File: src/rtl/pause_dim_ctrl.sv
// pause_dim_ctrl: merges pause sources into one registered pause_cpu and
// attenuates the RGB stream after a programmable paused idle time.
// Optional macro PAUSE_FADE_EN: stepped fade 1->2->3 instead of a jump to 2.
module pause_dim_ctrl #(
    parameter int RW       = 4,
    parameter int GW       = 4,
    parameter int BW       = 4,
    parameter int CLK_KHZ  = 48000,
    parameter int DIM_SECS = 10,
    parameter int NREQ     = 2
) (
    input  logic                clk_sys,
    input  logic                reset,
    input  logic                user_button,
    input  logic [NREQ-1:0]     pause_request,
    input  logic                OSD_STATUS,
    input  logic [1:0]          options,
    input  logic [RW+GW+BW-1:0] rgb_in,
    output logic                pause_cpu,
    output logic                dim_active,
    output logic [RW+GW+BW-1:0] rgb_out
);
    localparam int PW        = RW + GW + BW;
    localparam int MSW       = (CLK_KHZ > 1) ? $clog2(CLK_KHZ) : 1;
    localparam int SEC_LIMIT = DIM_SECS * 1000;
    localparam int SW        = $clog2(SEC_LIMIT + 1);
    localparam logic [MSW-1:0] MS_LAST = MSW'(CLK_KHZ - 1);
    localparam logic [SW-1:0]  SEC_MAX = SW'(SEC_LIMIT);

    localparam logic [1:0] ST_RUN    = 2'd0;
    localparam logic [1:0] ST_PAUSED = 2'd1;
    localparam logic [1:0] ST_DIMMED = 2'd2;

    logic           btn_q, btn_d;
    logic           user_pause_q, user_pause_d;
    logic           pause_cpu_q, pause_cpu_d;
    logic           dim_active_q, dim_active_d;
    logic [PW-1:0]  rgb_out_q, rgb_out_d;
    logic [MSW-1:0] ms_cnt_q, ms_cnt_d;
    logic [SW-1:0]  sec_cnt_q, sec_cnt_d;
    logic [1:0]     level_q, level_d;
    logic [1:0]     state;
    logic           run, tick, sec_sat;
    logic [2:0]     mul;
    logic [RW+1:0]  r_prod;
    logic [GW+1:0]  g_prod;
    logic [BW+1:0]  b_prod;
`ifdef PAUSE_FADE_EN
    localparam logic [7:0] FADE_LAST = 8'd249;
    logic [7:0]     fade_cnt_q, fade_cnt_d;
`endif

    // Pause merge: the button toggle feeds pause_cpu through its next state
    always_comb begin
        btn_d        = user_button;
        user_pause_d = user_pause_q ^ (user_button & ~btn_q);
        pause_cpu_d  = user_pause_d | (|pause_request) | (OSD_STATUS & options[0]);
    end

    // Timer and level: counters advance in step with the pause_cpu register,
    // so any unpause clears them on the same edge that drops pause_cpu
    always_comb begin
        run     = pause_cpu_d & options[1];
        tick    = run && (ms_cnt_q == MS_LAST);
        sec_sat = (sec_cnt_q == SEC_MAX);
        if (!pause_cpu_d)  state = ST_RUN;
        else if (sec_sat)  state = ST_DIMMED;
        else               state = ST_PAUSED;

        ms_cnt_d  = ms_cnt_q;
        sec_cnt_d = sec_cnt_q;
        level_d   = level_q;
`ifdef PAUSE_FADE_EN
        fade_cnt_d = fade_cnt_q;
`endif
        if (!run) begin
            ms_cnt_d  = '0;
            sec_cnt_d = '0;
            level_d   = 2'd0;
`ifdef PAUSE_FADE_EN
            fade_cnt_d = '0;
`endif
        end else begin
            ms_cnt_d = tick ? '0 : ms_cnt_q + MSW'(1);
            if (tick && !sec_sat)
                sec_cnt_d = sec_cnt_q + SW'(1);
            case (state)
                ST_DIMMED: begin
`ifdef PAUSE_FADE_EN
                    // First dimmed cycle enters level 1, then one step per 250 ticks
                    if (level_q == 2'd0) begin
                        level_d    = 2'd1;
                        fade_cnt_d = '0;
                    end else if (level_q != 2'd3 && tick) begin
                        if (fade_cnt_q == FADE_LAST) begin
                            level_d    = level_q + 2'd1;
                            fade_cnt_d = '0;
                        end else begin
                            fade_cnt_d = fade_cnt_q + 8'd1;
                        end
                    end
`else
                    level_d = 2'd2;
`endif
                end
                default: level_d = level_q;
            endcase
        end
    end

    // Attenuation: c*(4-level)>>2 per channel, using the level taking effect now
    always_comb begin
        mul          = 3'd4 - {1'b0, level_d};
        r_prod       = {2'b00, rgb_in[PW-1 -: RW]} * (RW+2)'(mul);
        g_prod       = {2'b00, rgb_in[GW+BW-1 -: GW]} * (GW+2)'(mul);
        b_prod       = {2'b00, rgb_in[BW-1:0]} * (BW+2)'(mul);
        rgb_out_d    = {r_prod[RW+1:2], g_prod[GW+1:2], b_prod[BW+1:2]};
        dim_active_d = (level_d != 2'd0);
    end

    // State registers; btn_q resets high so a button held through reset is ignored
    always_ff @(posedge clk_sys) begin
        if (reset) begin
            btn_q        <= 1'b1;
            user_pause_q <= 1'b0;
            pause_cpu_q  <= 1'b0;
            dim_active_q <= 1'b0;
            rgb_out_q    <= '0;
            ms_cnt_q     <= '0;
            sec_cnt_q    <= '0;
            level_q      <= 2'd0;
`ifdef PAUSE_FADE_EN
            fade_cnt_q   <= '0;
`endif
        end else begin
            btn_q        <= btn_d;
            user_pause_q <= user_pause_d;
            pause_cpu_q  <= pause_cpu_d;
            dim_active_q <= dim_active_d;
            rgb_out_q    <= rgb_out_d;
            ms_cnt_q     <= ms_cnt_d;
            sec_cnt_q    <= sec_cnt_d;
            level_q      <= level_d;
`ifdef PAUSE_FADE_EN
            fade_cnt_q   <= fade_cnt_d;
`endif
        end
    end

    assign pause_cpu  = pause_cpu_q;
    assign dim_active = dim_active_q;
    assign rgb_out    = rgb_out_q;
endmodule

File: config.mk
export PLATFORM = sky130hd
export DESIGN_NAME = pause_dim_ctrl
export DESIGN_NICKNAME = d
export VERILOG_FILES = /design/src/rtl/pause_dim_ctrl.sv
export SDC_FILE = /design/constraint.sdc
export NUM_CORES = 1
export LEC_CHECK = 0
export ABC_CLOCK_PERIOD_IN_PS = 4640
export CAP_MARGIN = 20
export CORE_ASPECT_RATIO = 0.6
export CORE_MARGIN = 2
export CORE_UTILIZATION = 41
export DETAILED_ROUTE_END_ITERATION = 8
export GPL_TIMING_DRIVEN = 0
export SLEW_MARGIN = 20
export SYNTH_ARGS = -nofsm -noshare
export SYNTH_HDL_FRONTEND = slang
export SYNTH_SLANG_ARGS = --single-unit
File: constraint.sdc
create_clock -name clk_sys -period 4.64 [get_ports clk_sys]
set_clock_uncertainty 0.05 [all_clocks]
set_input_delay 0.696 -clock clk_sys [delete_from_list [all_inputs] [get_ports clk_sys]]
set_output_delay 0.696 -clock clk_sys [all_outputs]
set_load 0.02 [all_outputs]
==> metrics list, run 1 <==
- Counting flops with a built-in enable in the synthesized netlist gives 0.
- In this run the worst hold path is classified as flop to flop.
* Time the worst path needs with I/O delays and setup: ~4.2 ns
- In the final layout, the multi-input gates occupy ~1600 um2.
- The cell family contributing the most delay on the critical path is buffers and inverters.
* Post-synthesis share of cell area spent on full adders, half adders and majority gates: 0.1402
- In this run the remaining antenna-violating nets after routing total 0.
- Counting the fill cells in the layout gives a little under 600.
- Kind of critical path: input port to flop
- Die Y: between 60 and 70 um
* Io pins: 34
* Die area: approximately 7300 um2
* Number of cells in the finished layout apart from fillers: approximately 420
- CP dominant cell by count: sky130_fd_sc_hd__inv_1
- The share of the synthesized area in compound gates (AO/OA/AOI/OAI) is 0.09963.
* Non-Filler Cell Area, Final: between 3000 and 4000 um2
- After detailed routing, the number of remaining DRC violations is 0.
* Routed wirelength normalized by instance count: roughly 14 um
* Global placer's final weighted congestion: about 0.81
* Number of maximum-capacitance constraint violations: 0
- For the pin with the worst max-slew slack, the measured transition is between 0.6 and 0.7 ns.
- Top post-synthesis cells by area: sky130_fd_sc_hd__dfxtp_1, sky130_fd_sc_hd__ha_1, sky130_fd_sc_hd__fa_1
- For this run, the top clock speed supported by timing is roughly 240 MHz.
- Clock tree synthesis inserted a total of 5 buffers.
- For this block, the initial DRC count from the detailed router was 80.
- Worst skew pair latency: roughly 0.31 ns
* Critical path data required time: around 4.8 ns
* Std-Cell Rows: 22
- Root Driver: sky130_fd_sc_hd__clkbuf_8
- Power per cell area: roughly 240 nW/um2
- Post-CTS setup repair buffer count: 0
* Final number of max-transition violations: 0
- Largest family of logic cells by synthesized area: simple AND/OR/NAND/NOR gates
- Cell count after synthesis: roughly 300
- Post-layout nets: between 300 and 400
- In the global route stage, overall resource usage came out at 0.1800.
- First-pass detailed-route iteration total: 4
- Compared with the post-synthesis result, the final layout area differs by 19.51%.
- Port buffering added 32 buffers.
* Sequential cell area: around 960 um2
- In the synthesized netlist the dominant register cell turns out to be sky130_fd_sc_hd__dfxtp_1.
- After synthesis, the share of cell area in mux cells is 0.
* Overflow after GRT: 0
* Cell Area, Synth: roughly 2700 um2
- Counting cells, the worst reg-to-reg path comes to 15.
* Number of buffers and inverters on the critical path: 6
* Avg Vias per Cell: 5.026
* Synth warnings: 0
* Simple-Gate Fraction of Synth Area: 0.2749
- In this run the horizontal extent of the chip is 109.0 um.
- Number of cells after detailed placement: a little over 400
- Largest net degree at the start of global routing: 14
- Post-synth top area share: 0.3542
* Initial antenna violation count: 0
- Clock tree from TritonCTS: yes
- For the worst setup path, the data arrival time is about 4.4 ns.
* Placed inst area: approximately 3100 um2
- By count the netlist is led by sky130_fd_sc_hd__dfxtp_1, sky130_fd_sc_hd__nor2_1, sky130_fd_sc_hd__nand2_1.
- Counting instances, the worst hold path has a depth of 1.
- Ys async rst share: 0
* CTS Buffer Depth: 2
* Number of sinks on the clock net: 48
* Fraction of final layout cells sized beyond drive strength 1: 0.08084
* Synth area leader: sky130_fd_sc_hd__dfxtp_1
* Number of global-route vias before repair: 1988
* Critical Path Sink Type: flop
* Setup total negative slack: 0 ns
* Mean post-synth cell area: between 9 and 10 um2
- Worst-case headroom to the max-slew limit: 0.5733
- When the netlist entered floorplanning its net count stood at 341.
- Total detailed-routing wirelength: about 5800 um
- RSZ-0062 raised after global routing: false
- Walking the worst path, the cells encountered are clkdlybuf4s50_1, a211o_1, inv_1, a21oi_2, and3_1, buf_2, inv_1, ha_1, clkbuf_1, nand2_1, fa_1, inv_1, ha_1, a21o_1, a21oi_1, xnor2_1, nor2_1.
* Crit. path cell count: 17
* Critical Path Max Stage Delay: just over 0.6 ns
* Period utilisation layout: 0.9136
* Clock H-tree levels: 2
* Startpoint Class: input port
- Of all nets on the critical path, the largest fanout is 10.
- Number of diodes added for antenna fixing: 0
* Fraction of the yosys area taken by sequential cells: 0.3542
- Run status: completed
- Slowest CP cell: sky130_fd_sc_hd__fa_1
- Detailed routing inserted a total of about 2.1k vias.
* #FFs+latches synth: 48
- Detailed placement ended at an HPWL of 4449 um.
- The initial utilization of the core area, before any placement, comes to 0.4341.
* Max rail drop VDD: about 0.12 mV
* Number of distinct library cells after synthesis: 46
* Xor and xnor area share after synthesis: 0.08672
- Area inside the core boundary: between 6000 and 7000 um2
- Clock slew seen by the registers of the worst setup and hold paths: around 0.090 ns
- The first global-routing pass estimated roughly 9900 um of wire.
- Count of final hold-check violations: 0
- Leakage: roughly 0.0013 uW
- Among all cell types in the netlist, the one instantiated most often is sky130_fd_sc_hd__dfxtp_1.
- Setup violations remaining at the end of the flow were counted as 0.
[worst register-to-register path: stages, from the launching register on]
cell	delay (ns)
sky130_fd_sc_hd__dfxtp_1	0.39
sky130_fd_sc_hd__nor4b_1	0.42
sky130_fd_sc_hd__nand4_1	0.26
sky130_fd_sc_hd__and3_1	0.25
sky130_fd_sc_hd__buf_2	0.18
sky130_fd_sc_hd__inv_1	0.07
sky130_fd_sc_hd__ha_1	0.22
sky130_fd_sc_hd__clkbuf_1	0.37
sky130_fd_sc_hd__nand2_1	0.15
sky130_fd_sc_hd__fa_1	0.62
sky130_fd_sc_hd__inv_1	0.06
sky130_fd_sc_hd__ha_1	0.28
sky130_fd_sc_hd__a21o_1	0.17
sky130_fd_sc_hd__a21oi_1	0.17
sky130_fd_sc_hd__xnor2_1	0.13
sky130_fd_sc_hd__nor2_1	0.05
[layout by cell type (no fill, tap or decap), types with 3 or more instances in the layout]
| cell type | instances |
|---|---|
| sky130_fd_sc_hd__dfxtp_1 | 48 |
| sky130_fd_sc_hd__clkdlybuf4s50_1 | 32 |
| sky130_fd_sc_hd__nor2_1 | 27 |
| sky130_fd_sc_hd__nand2_1 | 25 |
| sky130_fd_sc_hd__inv_1 | 20 |
| sky130_fd_sc_hd__ha_1 | 16 |
| sky130_fd_sc_hd__and2_1 | 15 |
| sky130_fd_sc_hd__a21oi_1 | 14 |
| sky130_fd_sc_hd__xor2_1 | 13 |
| sky130_fd_sc_hd__xnor2_1 | 11 |
| sky130_fd_sc_hd__fa_1 | 9 |
| sky130_fd_sc_hd__nand3_1 | 8 |
| sky130_fd_sc_hd__and3_1 | 7 |
| sky130_fd_sc_hd__o31ai_1 | 7 |
| sky130_fd_sc_hd__or4_1 | 7 |
| sky130_fd_sc_hd__clkbuf_8 | 7 |
| sky130_fd_sc_hd__nor2b_1 | 5 |
| sky130_fd_sc_hd__nand4_1 | 5 |
| sky130_fd_sc_hd__o21a_1 | 5 |
| sky130_fd_sc_hd__nor3_1 | 5 |
| sky130_fd_sc_hd__clkbuf_1 | 4 |
| sky130_fd_sc_hd__and4_1 | 4 |
| sky130_fd_sc_hd__o21ai_0 | 4 |
| sky130_fd_sc_hd__buf_2 | 3 |
| sky130_fd_sc_hd__a21o_1 | 3 |
[sequential cells by signal (all words and copies together) (netlist names)]
| signal | count |
|---|---|
| btn_q | 1 |
| dim_active | 1 |
| level_q | 2 |
| ms_cnt_q | 16 |
| pause_cpu | 1 |
| rgb_out | 12 |
| sec_cnt_q | 14 |
| user_pause_q | 1 |
[where the power goes]
part	internal [uW]	switching (uW)	leakage, uW
clock	133	141	0.0000503
combinational	38.2	39.8	0.000824
sequential	420	3.50	0.000391
[metrics by stage]
step,worst slack (ns),total power (uW),utilization,hold WS [ns]
after detailed placement,-0.2348,509.7,0.5022,0.4014
after global routing,0.08969,814.9,0.5188,0.4533
after global placement,-0.1550,509.3,0.5022,0.3925
after floorplan,0.8434,471.0,-,0.3759
after CTS,0.09823,786.0,0.5176,0.4214
final,0.4010,774.7,0.5188,0.4131
[cell type report]
type / instances / share of cell area
Tap cell: 84 / 0.03242
Multi-Input combinational cell: 219 / 0.5068
Timing Repair Buffer: 32 / 0.09880
Clock buffer: 7 / 0.02972
Buffer: 8 / 0.01274
Sequential cell: 48 / 0.2964
Inverter: 20 / 0.02316
[layer usage]
layer,GRT usage,wire [um]
met1,0.2901,3383
met2,0.2205,1989
met3,0.04599,339
met4,0.05609,74
met5,0,0
[repair_timing]
action                                  in CTS  in global routing
hold buffers                                 0                  0
endpoints found under the hold margin        0                  0
endpoints found under the setup margin       0                  4
gates resized for setup                      0                  2
[cell families after synthesis]
kind of cell	Yosys count
xor+xnor	26
compound gates	40
buf+inv	29
flops	48
fa+ha+maj	25
simple gates	128
[final timing paths]
path	startpoint	end	slack [ns]
min reg2reg	ms_cnt_q[0]	ms_cnt_q[0]	0.41
max	OSD_STATUS	rgb_out[11]	0.40
min	ms_cnt_q[0]	ms_cnt_q[0]	0.41
max reg2reg	sec_cnt_q[2]	rgb_out[11]	0.69
Power figures use the tool's default switching activity.
==> run 2: changes to the inputs <==
--- a/config.mk
+++ b/config.mk
@@ -7,11 +7,15 @@
 export LEC_CHECK = 0
 export ABC_CLOCK_PERIOD_IN_PS = 4640
 export CAP_MARGIN = 20
+export CELL_PAD_IN_SITES_DETAIL_PLACEMENT = 0
+export CELL_PAD_IN_SITES_GLOBAL_PLACEMENT = 2
 export CORE_ASPECT_RATIO = 0.6
 export CORE_MARGIN = 2
-export CORE_UTILIZATION = 41
+export CORE_UTILIZATION = 39
 export DETAILED_ROUTE_END_ITERATION = 8
+export DONT_BUFFER_PORTS = 1
 export GPL_TIMING_DRIVEN = 0
+export PLACE_DENSITY_LB_ADDON = 0.1
 export SLEW_MARGIN = 20
 export SYNTH_ARGS = -nofsm -noshare
 export SYNTH_HDL_FRONTEND = slang
==> run 2 against run 1 <==
Effect of this change:
- sequential cell count is the same
- count of clock-buffer cells in the layout shrank 1
- worst setup slack improved by 0.15 ns
- cell count is 6.5% lower
- critical endpoint is now rgb_out[3]
- largest cell class unchanged
- largest power group unchanged
- highest routed layer unchanged
==> metrics list, run 2 (synthesized netlist as in run 1, its figures left out) <==
- Run status: completed
* Setup slack of the most critical reg-to-reg path: approximately 0.66 ns
- Final number of max-transition violations: 0
* Reg2reg start: btn_q
- The floorplan step defined a die boundary enclosing around 7700 um2.
* Number of diodes added for antenna fixing: 0
- Number of maximum-capacitance constraint violations: 0
* Clock buffers created by TritonCTS: 5
- TritonCTS built the clock tree.
* Period utilisation layout: 0.8816
- Die Y: slightly below 70 um
* Reg2reg path depth: 16
- First-pass detailed-route iteration total: 4
* Sequential cell area: about 960 um2
- At the pin with the least slew margin, the transition time is roughly 0.64 ns.
- Routed wirelength normalized by instance count: about 14 um
- Post-layout nets: between 300 and 400
* Fraction of final layout cells sized beyond drive strength 1: 0.08553
* RSZ-0062 raised after global routing: false
- The longest clock path from root to sink contains 2 buffers.
- Register with the highest flop count: ms_cnt_q
- The count of nets left with antenna violations once routing finished came out at 0.
- After detailed routing, the total wire length is ~5600 um.
- Commonest non-fill, non-tap cell in the layout: sky130_fd_sc_hd__dfxtp_1
* Clock slew seen by the registers of the worst setup and hold paths: 0.06 ns
- The critical path crosses 16 cells after its start point.
- Startpoint Class: input port
* Time the worst path needs with I/O delays and setup: ~4.1 ns
- The tightest hold path in the finished design has a slack of 0.4138 ns.
- Crit path max fanout: 10
* GRT met3 Usage: 0.04633
- After clock tree synthesis, the repair step resized 0 gates.
- The via count of the first global-routing pass came to about 1.8k.
- Met2 Resource Use GR: 0.1917
- End of the worst register-to-register path: rgb_out[3]
- Area Overhead vs Synth: 9.502%
- The analysis attributes to cell leakage a power of between 0.001 and 0.0015 uW.
- In this run, post-CTS hold repair placed 0 buffers.
- The global routing stage identified its most utilized layer as met1.
- End point of the most critical hold path: ms_cnt_q[0]
- The H-tree was split into 2 levels.
* Number of setup violations in the final report: 0
- Using the TritonRoute via totals, the vias-per-cell ratio works out to ~5.
- Wire length of the first global-routing pass: approximately 9000 um
- Starting density of the core: 0.4046
- Cell family with the largest share of critical-path delay: adder cells
- Multi-input gate area in the final layout: approximately 1600 um2
- Number of remaining DRC errors: 0
- For the worst-skew pair, the clock arrives at the later sink with an insertion delay of between 0.2 and 0.3 ns.
- Data arrival time of the critical path: about 4.2 ns
* Slowest CP cell: sky130_fd_sc_hd__fa_1
- Commonest cells after routing, fill and taps aside: sky130_fd_sc_hd__dfxtp_1, sky130_fd_sc_hd__nor2_1, sky130_fd_sc_hd__nand2_1, sky130_fd_sc_hd__inv_1, sky130_fd_sc_hd__ha_1
- STA classifies the critical path endpoint as a flop.
- In this run, the number of DRC markers left after iteration 0 of detailed routing was 87.
- Summing over every cut layer, the via total after detailed routing is 1973.
- Startpoint of the tightest hold check path: ms_cnt_q[0]
- Count of final hold-check violations: 0
- Post-CTS setup repair buffer count: 0
* Max Freq: between 200 and 250 MHz
- After legalization and detailed placement, the total HPWL measured just over 4000 um.
- The die is about 110 um wide.
- Number of buffers and inverters on the critical path: 4
- Worst hold path class: flop to flop
* Critical path, cell by cell: nor2b_4, xnor2_1, a21oi_1, and3_1, buf_2, inv_1, ha_1, clkbuf_1, nand2_1, fa_1, inv_1, ha_1, a21o_1, a21oi_1, xnor2_1, nor2_1
* Setup total negative slack: 0 ns
- In the global route stage, met1 resource usage came out at 0.2341.
* Instance count along the most critical hold path: 1
- For this run, the share of the core covered by cells in the final layout is 0.4430.
- Entering global routing, the biggest net connects 15 pins.
* Kind of critical path: input port to flop
- After floorplanning, the core was divided into 23 placement rows.
- For this design the top-level I/O count stands at 34.
- Initial antenna violation count: 0
* Global placer's final weighted congestion: around 0.77
- The clock drives 48 sinks.
- Across every metal layer, demand over resource in global routing totals 0.1526.
- Root Driver: sky130_fd_sc_hd__clkbuf_16
- In this run the tool buffered the top-level ports with 0 buffer cells.
* Number of flip-flops in the largest register: 16
* Overflow after GRT: 0
- Worst-case headroom to the max-slew limit: 0.5717
- IR analysis of the VDD net gives a maximum drop of around 0.17 mV.
- Area inside the core boundary: 6705 um2
- Filler Cells Inserted: 670
- Power per cell area: 284.5 nW/um2
- Critical Path Max Stage Delay: ~0.63 ns
- Critical path data required time: approximately 4.8 ns
## run 2: cell types whose count changed in the layout (fill, tap and decap cells not counted)
| cell | change |
|---|---|
| sky130_fd_sc_hd__xnor2_1 | +1 |
| sky130_fd_sc_hd__clkinv_2 | +2 |
| sky130_fd_sc_hd__clkdlybuf4s50_1 | -32 |
| sky130_fd_sc_hd__xnor2_2 | -1 |
| sky130_fd_sc_hd__a21oi_2 | -1 |
| sky130_fd_sc_hd__clkbuf_8 | -6 |
| sky130_fd_sc_hd__a21oi_1 | +1 |
| sky130_fd_sc_hd__clkbuf_16 | +5 |
| sky130_fd_sc_hd__clkbuf_1 | +1 |
## run 2: worst register-to-register path: stages (launching register included)
cell and delay [ns]:
sky130_fd_sc_hd__dfxtp_1 0.35, sky130_fd_sc_hd__nor2b_4 0.06, sky130_fd_sc_hd__xnor2_1 0.39, sky130_fd_sc_hd__a21oi_1 0.24, sky130_fd_sc_hd__and3_1 0.21, sky130_fd_sc_hd__buf_2 0.18
sky130_fd_sc_hd__inv_1 0.07, sky130_fd_sc_hd__ha_1 0.25, sky130_fd_sc_hd__clkbuf_1 0.41, sky130_fd_sc_hd__nand2_1 0.17, sky130_fd_sc_hd__fa_1 0.63, sky130_fd_sc_hd__inv_1 0.06
sky130_fd_sc_hd__ha_1 0.28, sky130_fd_sc_hd__a21o_1 0.15, sky130_fd_sc_hd__a21oi_1 0.17, sky130_fd_sc_hd__xnor2_1 0.13, sky130_fd_sc_hd__nor2_1 0.06
## run 2: worst max-delay path by stage
| stage | slack [ns] | from | end |
|---|---|---|---|
| after global routing | 0.15 | user_button | rgb_out[11] |
| after detailed placement | 0.25 | user_button | rgb_out[3] |
| after global placement | 0.25 | user_button | rgb_out[11] |
| after floorplan | 0.84 | user_button | rgb_out[11] |
| final | 0.55 | user_button | rgb_out[3] |
| after CTS | 0.52 | user_button | rgb_out[3] |
## run 2: final cells by class
class	instances	share of cell area
tap	87	0.03665
clock buffer	6	0.04676
buffer	9	0.01516
sequential	48	0.3235
inverter	20	0.02527
multi-input combinational	219	0.5493
clock inverter	2	0.003370
## run 2: per-stage QoR
step / setup WS, ns / cell area (um2) / power, uW / std cells
6_report: 0.5494 / 2970 / 845.0 / 391
5_1_grt: 0.1546 / 2970 / 879.2 / 391
4_1_cts: 0.5225 / 2970 / 865.7 / 391
3_5_place_dp: 0.2496 / 2821 / 480.3 / 383
3_3_place_gp: 0.2450 / 2821 / 480.5 / 383
2_1_floorplan: 0.8434 / 2713 / 471.0 / 296
## run 2: power by group
part / switching (uW) / internal, uW / leakage (uW)
Clock: 162 / 213 / 0.0000766
Combinational: 23.7 / 14.6 / 0.000702
Sequential: 11.7 / 420 / 0.000391
## run 2: layer usage
metal	vias to the layer above	routed length [um]
met1	901	3154
li1	1028	-
met2	36	2043
met3	8	285
met5	-	0
met4	0	83
